## config.mk

```make
export PLATFORM = sky130hd
export DESIGN_NAME = weight_load_sequencer
export DESIGN_NICKNAME = d
export VERILOG_FILES = /design/src/rtl/weight_load_sequencer.sv
export SDC_FILE = /design/constraint.sdc
export NUM_CORES = 1
export LEC_CHECK = 0
export BUFFER_PORTS_ARGS = -buffer_cell sky130_fd_sc_hd__buf_4
export CAP_MARGIN = 10
export CORE_ASPECT_RATIO = 0.9
export CORE_MARGIN = 2
export CORE_UTILIZATION = 54
export CTS_BUF_LIST = sky130_fd_sc_hd__clkbuf_8 sky130_fd_sc_hd__clkbuf_16
export CTS_CLUSTER_SIZE = 14
export DETAILED_ROUTE_END_ITERATION = 8
export GPL_TIMING_DRIVEN = 0
export PLACE_DENSITY = 0.81
export SKIP_CTS_REPAIR_TIMING = 1
export SYNTH_ARGS = -nofsm -noshare
export SYNTH_HDL_FRONTEND = slang
export SYNTH_SLANG_ARGS = --single-unit
```

## constraint.sdc

```tcl
create_clock -name clk -period 2.8 [get_ports clk]
set_clock_uncertainty 0.15 [all_clocks]
set_input_delay 0.14 -clock clk [delete_from_list [all_inputs] [get_ports clk]]
set_output_delay 0.14 -clock clk [all_outputs]
set_load 0.005 [all_outputs]
```

## src/rtl/weight_load_sequencer.sv

```systemverilog
// Streams one layer's weight image onto the shared PE weight write bus, assigning
// consecutive addresses from BASE_ADDR and flagging load_ok once every word has landed.
module weight_load_sequencer #(
    parameter logic [31:0] BASE_ADDR = 32'd23,
    parameter int unsigned NUM_WORDS = 226,
    parameter int unsigned WR_GAP    = 0,
    parameter int unsigned DATA_W    = 16
) (
    input  logic              clk,
    input  logic              rst_n,
    input  logic              start,
    input  logic              abort,
    input  logic [DATA_W-1:0] s_data,
    input  logic              s_valid,
    output logic              s_ready,
    output logic [DATA_W-1:0] weight_wr_data,
    output logic [31:0]       weight_wr_addr,
    output logic              weight_wr_en,
    output logic              busy,
    output logic              done,
    output logic              load_ok,
    output logic [31:0]       word_cnt
);

    localparam int unsigned       GAP_W    = (WR_GAP < 2) ? 1 : $clog2(WR_GAP);
    localparam logic [GAP_W-1:0]  GAP_LAST = GAP_W'((WR_GAP == 0) ? 0 : WR_GAP - 1);
    localparam logic [31:0]       LAST_IDX = 32'(NUM_WORDS - 1);

    typedef enum logic [1:0] {
        S_IDLE,
        S_LOAD,
        S_GAP,
        S_DONE
    } state_t;

    state_t             r_state;
    state_t             w_state_nxt;

    logic [GAP_W-1:0]   r_gap_cnt;
    logic [GAP_W-1:0]   w_gap_cnt_nxt;
    logic [31:0]        r_word_cnt;
    logic               r_load_ok;
    logic               r_done;

    logic [DATA_W-1:0]  r_wr_data_p1;
    logic [31:0]        r_wr_addr_p1;
    logic               r_wr_en_p1;

    logic               w_s_ready;
    logic               w_hs;
    logic               w_start_acc;
    logic               w_done_nxt;
    logic               w_load_ok_nxt;

    always_ff @(posedge clk or negedge rst_n) begin
        if (!rst_n) begin
            r_state <= S_IDLE;
        end else begin
            r_state <= w_state_nxt;
        end
    end

    always_comb begin
        w_state_nxt   = r_state;
        w_gap_cnt_nxt = r_gap_cnt;
        w_s_ready     = 1'b0;
        w_hs          = 1'b0;
        w_start_acc   = 1'b0;
        w_done_nxt    = 1'b0;
        w_load_ok_nxt = r_load_ok;

        case (r_state)
            S_IDLE: begin
                if (start && !abort) begin
                    w_state_nxt   = S_LOAD;
                    w_start_acc   = 1'b1;
                    w_load_ok_nxt = 1'b0;
                end
            end
            S_LOAD: begin
                w_s_ready = !abort;
                w_hs      = s_valid && !abort;
                if (w_hs) begin
                    if (r_word_cnt == LAST_IDX) begin
                        w_state_nxt = S_DONE;
                    end else if (WR_GAP > 0) begin
                        w_state_nxt   = S_GAP;
                        w_gap_cnt_nxt = '0;
                    end
                end
            end
            S_GAP: begin
                if (r_gap_cnt == GAP_LAST) begin
                    w_state_nxt = S_LOAD;
                end else begin
                    w_gap_cnt_nxt = r_gap_cnt + 1'b1;
                end
            end
            S_DONE: begin
                w_state_nxt   = S_IDLE;
                w_done_nxt    = 1'b1;
                w_load_ok_nxt = 1'b1;
            end
            default: begin
                w_state_nxt = S_IDLE;
            end
        endcase

        // abort overrides every transition, including the DONE -> IDLE completion
        if (abort) begin
            w_state_nxt   = S_IDLE;
            w_done_nxt    = 1'b0;
            w_load_ok_nxt = 1'b0;
        end
    end

    always_ff @(posedge clk or negedge rst_n) begin
        if (!rst_n) begin
            r_gap_cnt  <= '0;
            r_word_cnt <= '0;
            r_load_ok  <= 1'b0;
            r_done     <= 1'b0;
        end else begin
            r_gap_cnt <= w_gap_cnt_nxt;
            r_load_ok <= w_load_ok_nxt;
            r_done    <= w_done_nxt;
            if (w_start_acc) begin
                r_word_cnt <= '0;
            end else if (w_hs) begin
                r_word_cnt <= r_word_cnt + 32'd1;
            end
        end
    end

    // write-bus stage: one cycle after the accepting handshake
    always_ff @(posedge clk or negedge rst_n) begin
        if (!rst_n) begin
            r_wr_data_p1 <= '0;
            r_wr_addr_p1 <= '0;
            r_wr_en_p1   <= 1'b0;
        end else begin
            r_wr_en_p1 <= w_hs;
            if (w_hs) begin
                r_wr_data_p1 <= s_data;
                r_wr_addr_p1 <= BASE_ADDR + r_word_cnt;
            end
        end
    end

    assign s_ready        = w_s_ready;
    assign weight_wr_data = r_wr_data_p1;
    assign weight_wr_addr = r_wr_addr_p1;
    assign weight_wr_en   = r_wr_en_p1;
    assign busy           = (r_state != S_IDLE);
    assign done           = r_done;
    assign load_ok        = r_load_ok;
    assign word_cnt       = r_word_cnt;

endmodule

```

* Word level (Yosys, flattened, before mapping)
Index checks and enable logic that the tools add are counted.
Word-level totals: logic and storage cells 46, output and inout bits 85, bits in registers 86, bits of input ports 21
Cells by class: reduce and logical (&&, ||, !) cells 9, eq/ne operators 8, multiplexer cells 18, $add $sub $neg 3
Operators with widths (number):
- 32-bit 2-to-1 mux | 2
- 32-bit by 1-bit adder with 32-bit output (second input constant) | 1
- 5-bit by 32-bit adder with 32-bit output (first input constant) | 1
- 32-bit by 8-bit == test with 1-bit output (second input constant) | 1
- 3-bit != test (second input constant) | 4
- 2-bit 2-to-1 mux | 5
- 1-bit 2-to-1 mux | 9
- 2-bit one-hot mux with 4 select lines | 1
- 2-bit == test (second input constant) | 2
- 4-bit AND reduction | 1
- 2-bit nonzero test | 2
- 3-bit nonzero test | 1
- 2-bit by 1-bit == test with 1-bit output (second input constant) | 1
- 1-bit logical AND | 2
- 2-bit zero test | 1
- 1-bit one-hot mux with 2 select lines | 1
- 2-bit AND reduction | 1
- 1-bit adder (second input constant) | 1
- 1-bit zero test | 1

* Longest topological paths before layout
Gate-level depths: netlist (run 1).
depth in word-level cells 5, mapped depth 8

* Least setup slack after synthesis (run 1)
OpenSTA, ideal clock, no wires.
kind reg-to-reg, from register r_word_cnt[2] (netlist: word_cnt[2]), to register r_word_cnt[31] (netlist: word_cnt[31]), arrival time 1.890 ns, stages on the path, launching flop included 8, setup time 0.078 ns, setup slack 0.682 ns, period minus slack after synthesis 2.118 ns, cells stage by stage dfrtp_1 buf_2 inv_1 or4_1 buf_4 nor3_4 or3b_1 a21oi_1
On the way: longest elaborated chain between the ends 3
Ends and longest elaborated chain:
- start: declaration | RTL line 41 | logic [31:0] r_word_cnt;
- start signal: assignment | RTL line 130 | r_word_cnt <= r_word_cnt + 32'd1;
- 32-bit by 1-bit adder with 32-bit output | RTL line 130
- 32-bit 2-to-1 mux | RTL line 129 | end else if (w_hs) begin
- 32-bit 2-to-1 mux | RTL line 127 | if (w_start_acc) begin
No other way between the ends. The select of a mux whose other input is x is not followed. A chain may end at the register's enable or synchronous reset.

* Worst setup path in the final report (run 1)
from register r_word_cnt[4] (netlist: word_cnt[4]), to register r_word_cnt[30] (netlist: word_cnt[30])
The elaborated chain is that of the path after synthesis.

==> metrics.csv, run 1 <==
stage;metric;value;unit
worst_setup_path;CP startpoint kind;register;
clocking;TritonCTS clock tree;built;
sta;period utilization;93.20;%
synthesis;Avg Cell Area, Syn;8.817;um2
power;internal power component;1903;uW
flow_run;Max-Cap Viols;0;
worst_setup_path;Worst Setup SP;word_cnt[4];
routing;DRC Markers;0;
worst_setup_path;CP endpoint;word_cnt[30];
worst_setup_path;worst r2r dst;word_cnt[30];
die;Die H;89.29;um
worst_setup_path;R2R cell count;6;
synthesis;ys flop type;dfrtp_1;
worst_hold_path;hold crit path type;input pin to register;
power;combinational share of power;12.8;%
global_route;initial antenna violation count;0;
worst_setup_path;Arr. time, crit path;2.75;ns
worst_setup_path;RR Startpoint;word_cnt[4];
place;dpl ws;0.2486;ns
clocking;clk_lat worst skew;0.37;ns
synthesis;Synth Warn #;0;
synthesis;Syn Nets;519;
worst_setup_path;Critical Path RT;2.94;ns
final_layout;layout cells sized above 1;22.68;%
worst_setup_path;worst-path maximum fanout;10;
sta;Setup TNS;0;ns
global_route;largest net degree at the start of global routing;86;
clocking;H-tree depth;3;
place;GPL Wtd Cong;0.9652;
global_route;vias in the first global route;3829;
synthesis;post-synth cell types;43;
routing;WL/cell;18.95;um
synthesis;Synth Instances;495;
power;sequential share of power;51.7;%
synthesis;async set-reset flop share out of synthesis;100.0;%
die;CORE AREA;7951;um2
sta;Slew Limit Fails;0;
worst_setup_path;Worst R2R Setup Slack;0.19;ns
sta;min Tclk post-route;2.610;ns
clocking;CTS buffer count;9;
power;switching part of the total;27.51;%
synthesis;Mapped Area;4364;um2
routing;vias;4282;
final_layout;fillcell total;637;
routing;Iteration-0 DRC Markers;299;
routing;routed wire length;13.91;mm
sta;Final Hold Viols;0;
die;# rows;31;
place;hpwl dp;10.07;mm
global_route;first-pass GRT wire length;20.59;mm
die;die area;8818;um2
final_layout;Layout area overhead;29.99;%
routing;antenna viol nets, final;0;
die;IO Pins;106;
worst_setup_path;Worst Setup Path Type;register to register;
die;DIE WIDTH;98.76;um
sta;unrepaired setup endpoints after global routing;false;
final_layout;FF/Latch Area;2127;um2
die;initial core utilization;54.89;%
power;Clock Power Share;35.4;%
worst_setup_path;Worst setup EP type;register;
clocking;CTS Sinks;85;
synthesis;Seq/Total Area, Yosys;48.74;%
routing;Via density;5.834;
sta;final number of setup-violating endpoints;0;
sta;Setup WS post-layout;0.1904;ns
clocking;Root Driver;clkbuf_8;
synthesis;EDFF count, synth;0;
clocking;Reg clk slew, reported paths;0.09;ns
power;Static Leak;0.002595;uW
global_route;GRT Util Overall;30.85;%
final_layout;NumNets Final;654;
sta;maximum clock rate;383.2;MHz
sta;hold_ws;0.2480;ns
place;PortBufs;105;
power;PwrDens;462.8;nW/um2
power;net switching power;722.4;uW
final_layout;area of the multi-input gates;2046;um2
clocking;CTS max path bufs;2;
power;maximum VDD drop;0.0002987;V
outcome;status;complete, no violations;
sta;Slew @ Worst Pin;1.097;ns
synthesis;Seq cells post-synth;85;
global_route;grt total ovfl;0;
final_layout;diode count;0;
sta;Rel. slew slack;25.84;%
routing;First-pass DRT Iterations;5;
per-stage QoR:
step | util, % | instance area, um2 | power [uW] | std cells
2_1_floorplan | - | 4364 | 1483 | 495
3_3_place_gp | 66.36 | 5276 | 1678 | 699
3_5_place_dp | 66.36 | 5276 | 1693 | 699
4_1_cts | 68.89 | 5478 | 2605 | 715
5_1_grt | 71.35 | 5673 | 2715 | 734
6_report | 71.35 | 5673 | 2626 | 734
synth_stat cells (10+ instances only):
library cell  count  share of area, %
nand4_1          17               2.4
nand2_1         103               8.9
dfrtp_1          85                49
clkbuf_1         21               1.8
xor2_1           19               3.8
nor2_1           42               3.6
xnor2_1          31               6.2
nor3_1           19               2.2
a21oi_1          10               1.1
nor4_1           17               2.4
buf_2            15               1.7
o21ai_0          28               3.2
nand3_1          22               2.5
worst min-delay path by stage:
stage | from | endpoint | slack (ns) | depth (start not counted)
final | s_valid | word_cnt[8] | 0.25 | 5
after global routing | s_valid | word_cnt[8] | 0.32 | 5
after CTS | s_data[12] | weight_wr_data[12] | -0.20 | 3
after detailed placement | s_data[12] | weight_wr_data[12] | 0.18 | 3
after global placement | s_data[5] | weight_wr_data[5] | 0.18 | 3
after floorplan | rst_n | done | -0.31 | 0
power by group through the flow:
stage	clock network, uW	registers, uW	logic [uW]
after floorplan	0	1380	102
after global placement	0	1370	304
after detailed placement	0	1380	315
after CTS	934	1350	317
after global routing	974	1370	373
final	930	1360	337
registers in the layout, summed over array words and instances, names as in the netlist:
signal,cells
weight_wr_data,16
word_cnt,32
weight_wr_en,1
weight_wr_addr,32
r_state,2
load_ok,1
done,1
critical path: stages (launching register included):
cell	delay (ns)
dfrtp_1	0.39
clkbuf_1	0.39
nand4_1	0.29
nor3_1	0.61
nand2_1	0.21
or3_1	0.35
a21oi_1	0.15
layout make-up:
type / instances / share of cell area (%)
clock buffer: 9 / 2.184
sequential: 85 / 37.49
timing repair buffer: 124 / 17.25
clock inverter: 7 / 1.367
tap: 99 / 2.184
buffer: 40 / 3.066
inverter: 6 / 0.3970
multi-input combinational: 364 / 36.06
cell usage in the layout (no fill, tap or decap), types with 5 or more instances in the layout:
| cell type | count |
|---|---|
| buf_2 | 15 |
| dlygate4sd3_1 | 19 |
| clkbuf_1 | 21 |
| a21oi_1 | 10 |
| nand2_1 | 103 |
| buf_4 | 106 |
| xnor2_1 | 31 |
| o21ai_0 | 28 |
| nand4_1 | 17 |
| or3_1 | 5 |
| nor2_1 | 42 |
| inv_1 | 6 |
| and4_1 | 5 |
| nand3_1 | 22 |
| nor3_1 | 18 |
| xor2_1 | 19 |
| or4_1 | 6 |
| clkbuf_8 | 9 |
| nor4_1 | 17 |
| dfrtp_1 | 85 |
logic make-up (layout without fill, tap and decap cells):
family          Yosys count  after routing  synth area share, %
compound gates           53             53                6.938
simple gates            257            257                28.67
fa+ha+maj                 3              3               0.8602
flops                    85             85                48.74
xor+xnor                 50             50                10.03
buf+inv                  46            186                4.501
mux                       1              1               0.2580
per-layer routing:
metal  share of wire [%]  wire, um  vias up  global-route usage [%]
met2                  46      6393      203                   47.17
li1                    -         -     1959                       -
met1                  44      6119     2094                   44.55
met3                 8.2      1147       26                   6.724
met4                 1.8       250        0                   9.215
met5                   0         0        -                       0
(Power assumes the default switching activity.)
==> run 2, diff against run 1 <==
Settings changed: REMOVE_ABC_BUFFERS set to 1.
==> run 2 against run 1 <==
Against the previous run:
- combinational power hardly changed
- clock power up 8%
- final cell count is 4.4% lower
- critical path type unchanged
- sequential share of layout area increased by 0.27 points
- hold slack lost 0.061 ns
- maximum frequency decreased by 1.8%
- first-iteration DRC count rose by 3.3%
- flip-flop and latch count unchanged
- sequential power barely moved
- wire length shrank 9.5%
- register-to-register slack lost 0.05 ns
==> metrics.csv, run 2 (synthesis results as in run 1) <==
stage;metric;value;unit;change
worst_hold_path;Hold Path Sink;weight_wr_addr[3];;
worst_setup_path;Worst Setup Path Type;register to register;;
sta;Slew @ Worst Pin;1.072;ns;-0.02537 ns
place;hpwl dp;8.362;mm;-17%
final_layout;area of the multi-input gates;2083;um2;+1.8%
clocking;clk_lat worst skew;0.36;ns;about the same
final_layout;fillcell total;623;;-2.2%
routing;antenna viol nets, final;0;;unchanged
die;initial core utilization;54.89;%;unchanged
sta;maximum clock rate;376.5;MHz;-1.8%
global_route;vias in the first global route;3466;;-9.5%
global_route;initial antenna violation count;0;;unchanged
worst_setup_path;worst-path maximum fanout;15;;+5
final_layout;Non-Filler Instances;702;;-4.4%
worst_hold_path;hold path depth;3;;-2
sta;final number of setup-violating endpoints;0;;unchanged
worst_setup_path;R2R cell count;6;;unchanged
clocking;CTS max path bufs;2;;unchanged
sta;Setup WS post-layout;0.1436;ns;-0.04673 ns
power;PwrDens;478.6;nW/um2;+3.4%
routing;First-pass DRT Iterations;6;;+1
worst_setup_path;Worst R2R Setup Slack;0.14;ns;-0.05 ns
final_layout;Layout area overhead;29.07;%;
global_route;largest net degree at the start of global routing;86;;unchanged
place;dpl ws;-0.06209;ns;-0.3107 ns
clocking;Root Driver;clkbuf_8;;
power;Static Leak;0.002529;uW;-2.5%
place;Placed Instances;664;;-5.0%
sta;Setup TNS;0;ns;unchanged
place;GPL Wtd Cong;0.9086;;-5.9%
sta;min Tclk post-route;2.656;ns;+0.04673 ns
sta;Slew Limit Fails;0;;unchanged
final_layout;most frequent cells in the layout;108 x buf_4, 103 x nand2_1, 85 x dfrtp_1;;
worst_setup_path;worst r2r dst;word_cnt[28];;
worst_setup_path;Critical Path RT;2.88;ns;-0.06 ns
worst_hold_path;hold crit path type;input pin to register;;
routing;Iteration-0 DRC Markers;309;;+3.3%
die;IO Pins;106;;unchanged
sta;hold_ws;0.1868;ns;-0.06123 ns
final_layout;layout cells sized above 1;22.72;%;+0.043 points
clocking;CTS buffer count;9;;unchanged
global_route;first-pass GRT wire length;18.55;mm;-9.9%
worst_setup_path;slowest stage cell, crit path;nor4_1;;
global_route;grt total ovfl;0;;unchanged
worst_setup_path;Cell Chain, Critical Path;nand4bb_4 -> nor4_1 -> buf_2 -> nand4_1 -> xor2_1 -> nor2_1;;
worst_hold_path;min-delay src;s_valid;;
sta;unrepaired setup endpoints after global routing;false;;
worst_setup_path;crit-path max cell delay;0.76;ns;+0.15 ns
routing;DRC Markers;0;;unchanged
outcome;status;complete, no violations;;
clocking;Reg clk slew, reported paths;0.09;ns;about the same
routing;WL/cell;17.92;um;-5.4%
worst_setup_path;Worst setup EP type;register;;
clocking;TritonCTS clock tree;built;;
global_route;GRT Util Overall;26.72;%;-4.1 points
routing;Via density;5.772;;-1.1%
die;DIE WIDTH;98.76;um;unchanged
clocking;H-tree depth;3;;unchanged
worst_setup_path;RR Startpoint;r_state[1];;
sta;period utilization;94.87;%;+1.7 points
final_layout;commonest non-fill, non-tap cell in the layout;buf_4;;
flow_run;Max-Cap Viols;0;;unchanged
final_layout;diode count;0;;unchanged
die;die area;8818;um2;unchanged
worst_setup_path;Arr. time, crit path;2.73;ns;-0.02 ns
die;# rows;31;;unchanged
routing;vias;4052;;-5.4%
sta;Final Hold Viols;0;;unchanged
final_layout;NumNets Final;622;;-4.9%
die;Die H;89.29;um;unchanged
die;CORE AREA;7951;um2;unchanged
power;maximum VDD drop;0.0002704;V;-9.5%
final_layout;FF/Latch Area;2127;um2;unchanged
place;PortBufs;105;;unchanged
worst_setup_path;CP startpoint kind;register;;
sta;Rel. slew slack;28.56;%;+2.7 points
clocking;CTS Sinks;85;;unchanged
routing;routed wire length;12.58;mm;-9.5%
-- run 2: cell types whose count changed in the layout (fill, tap and decap cells not counted), moves of 2 or more --
cell / delta
inv_6: -2
buf_1: -2
buf_2: -14
clkbuf_1: -21
buf_4: +2
-- run 2: worst max-delay path by stage --
stage,from,end,cells past startpoint
3_3_place_gp,r_state[1],word_cnt[28],5
6_report,r_state[1],word_cnt[28],6
5_1_grt,r_state[1],word_cnt[28],6
4_1_cts,r_state[1],weight_wr_addr[30],6
3_5_place_dp,r_state[1],r_state[1],5
2_1_floorplan,r_state[1],word_cnt[31],5
-- run 2: stage by stage --
step / util [%] / total power [uW] / area (um2)
after floorplan: - / 1478 / 4190
after global placement: 64.17 / 1669 / 5102
after detailed placement: 65.05 / 1688 / 5172
after CTS: 67.96 / 2689 / 5404
after global routing: 70.84 / 2812 / 5633
final: 70.84 / 2696 / 5633
-- run 2: worst max-delay path, delay by kind of cell, from the launching register on --
| kind | cells | cell delay, ns |
|---|---|---|
| buffers and inverters | 1 | 0.28 |
| flip-flops | 1 | 0.51 |
| AND/OR/NAND/NOR | 4 | 1.41 |
| XOR/XNOR | 1 | 0.17 |
-- run 2: layout make-up --
cell class,count,area share [%]
sequential,85,37.76
multi-input combinational,365,36.98
timing repair buffer,130,18.39
clock buffer,10,2.443
tap,99,2.199
clock inverter,6,1.666
inverter,6,0.4665
timing repair inverter,1,0.08885
-- run 2: metal layers --
metal  GRT usage (%)  up-vias  share of wire, %
li1                -     1898                 -
met1           41.40     1978                45
met2           40.36      161                47
met3           3.831       15               7.2
met4           5.355        0              0.99
met5               0        -                 0
-- run 2: power by group --
part	internal (uW)	leakage [uW]	switching, uW	total (uW)
registers	1300	0.00115	54.3	1360
logic	180	0.00127	157	338
clock network	535	0.000113	465	1000
total	2020	0.00253	677	2700
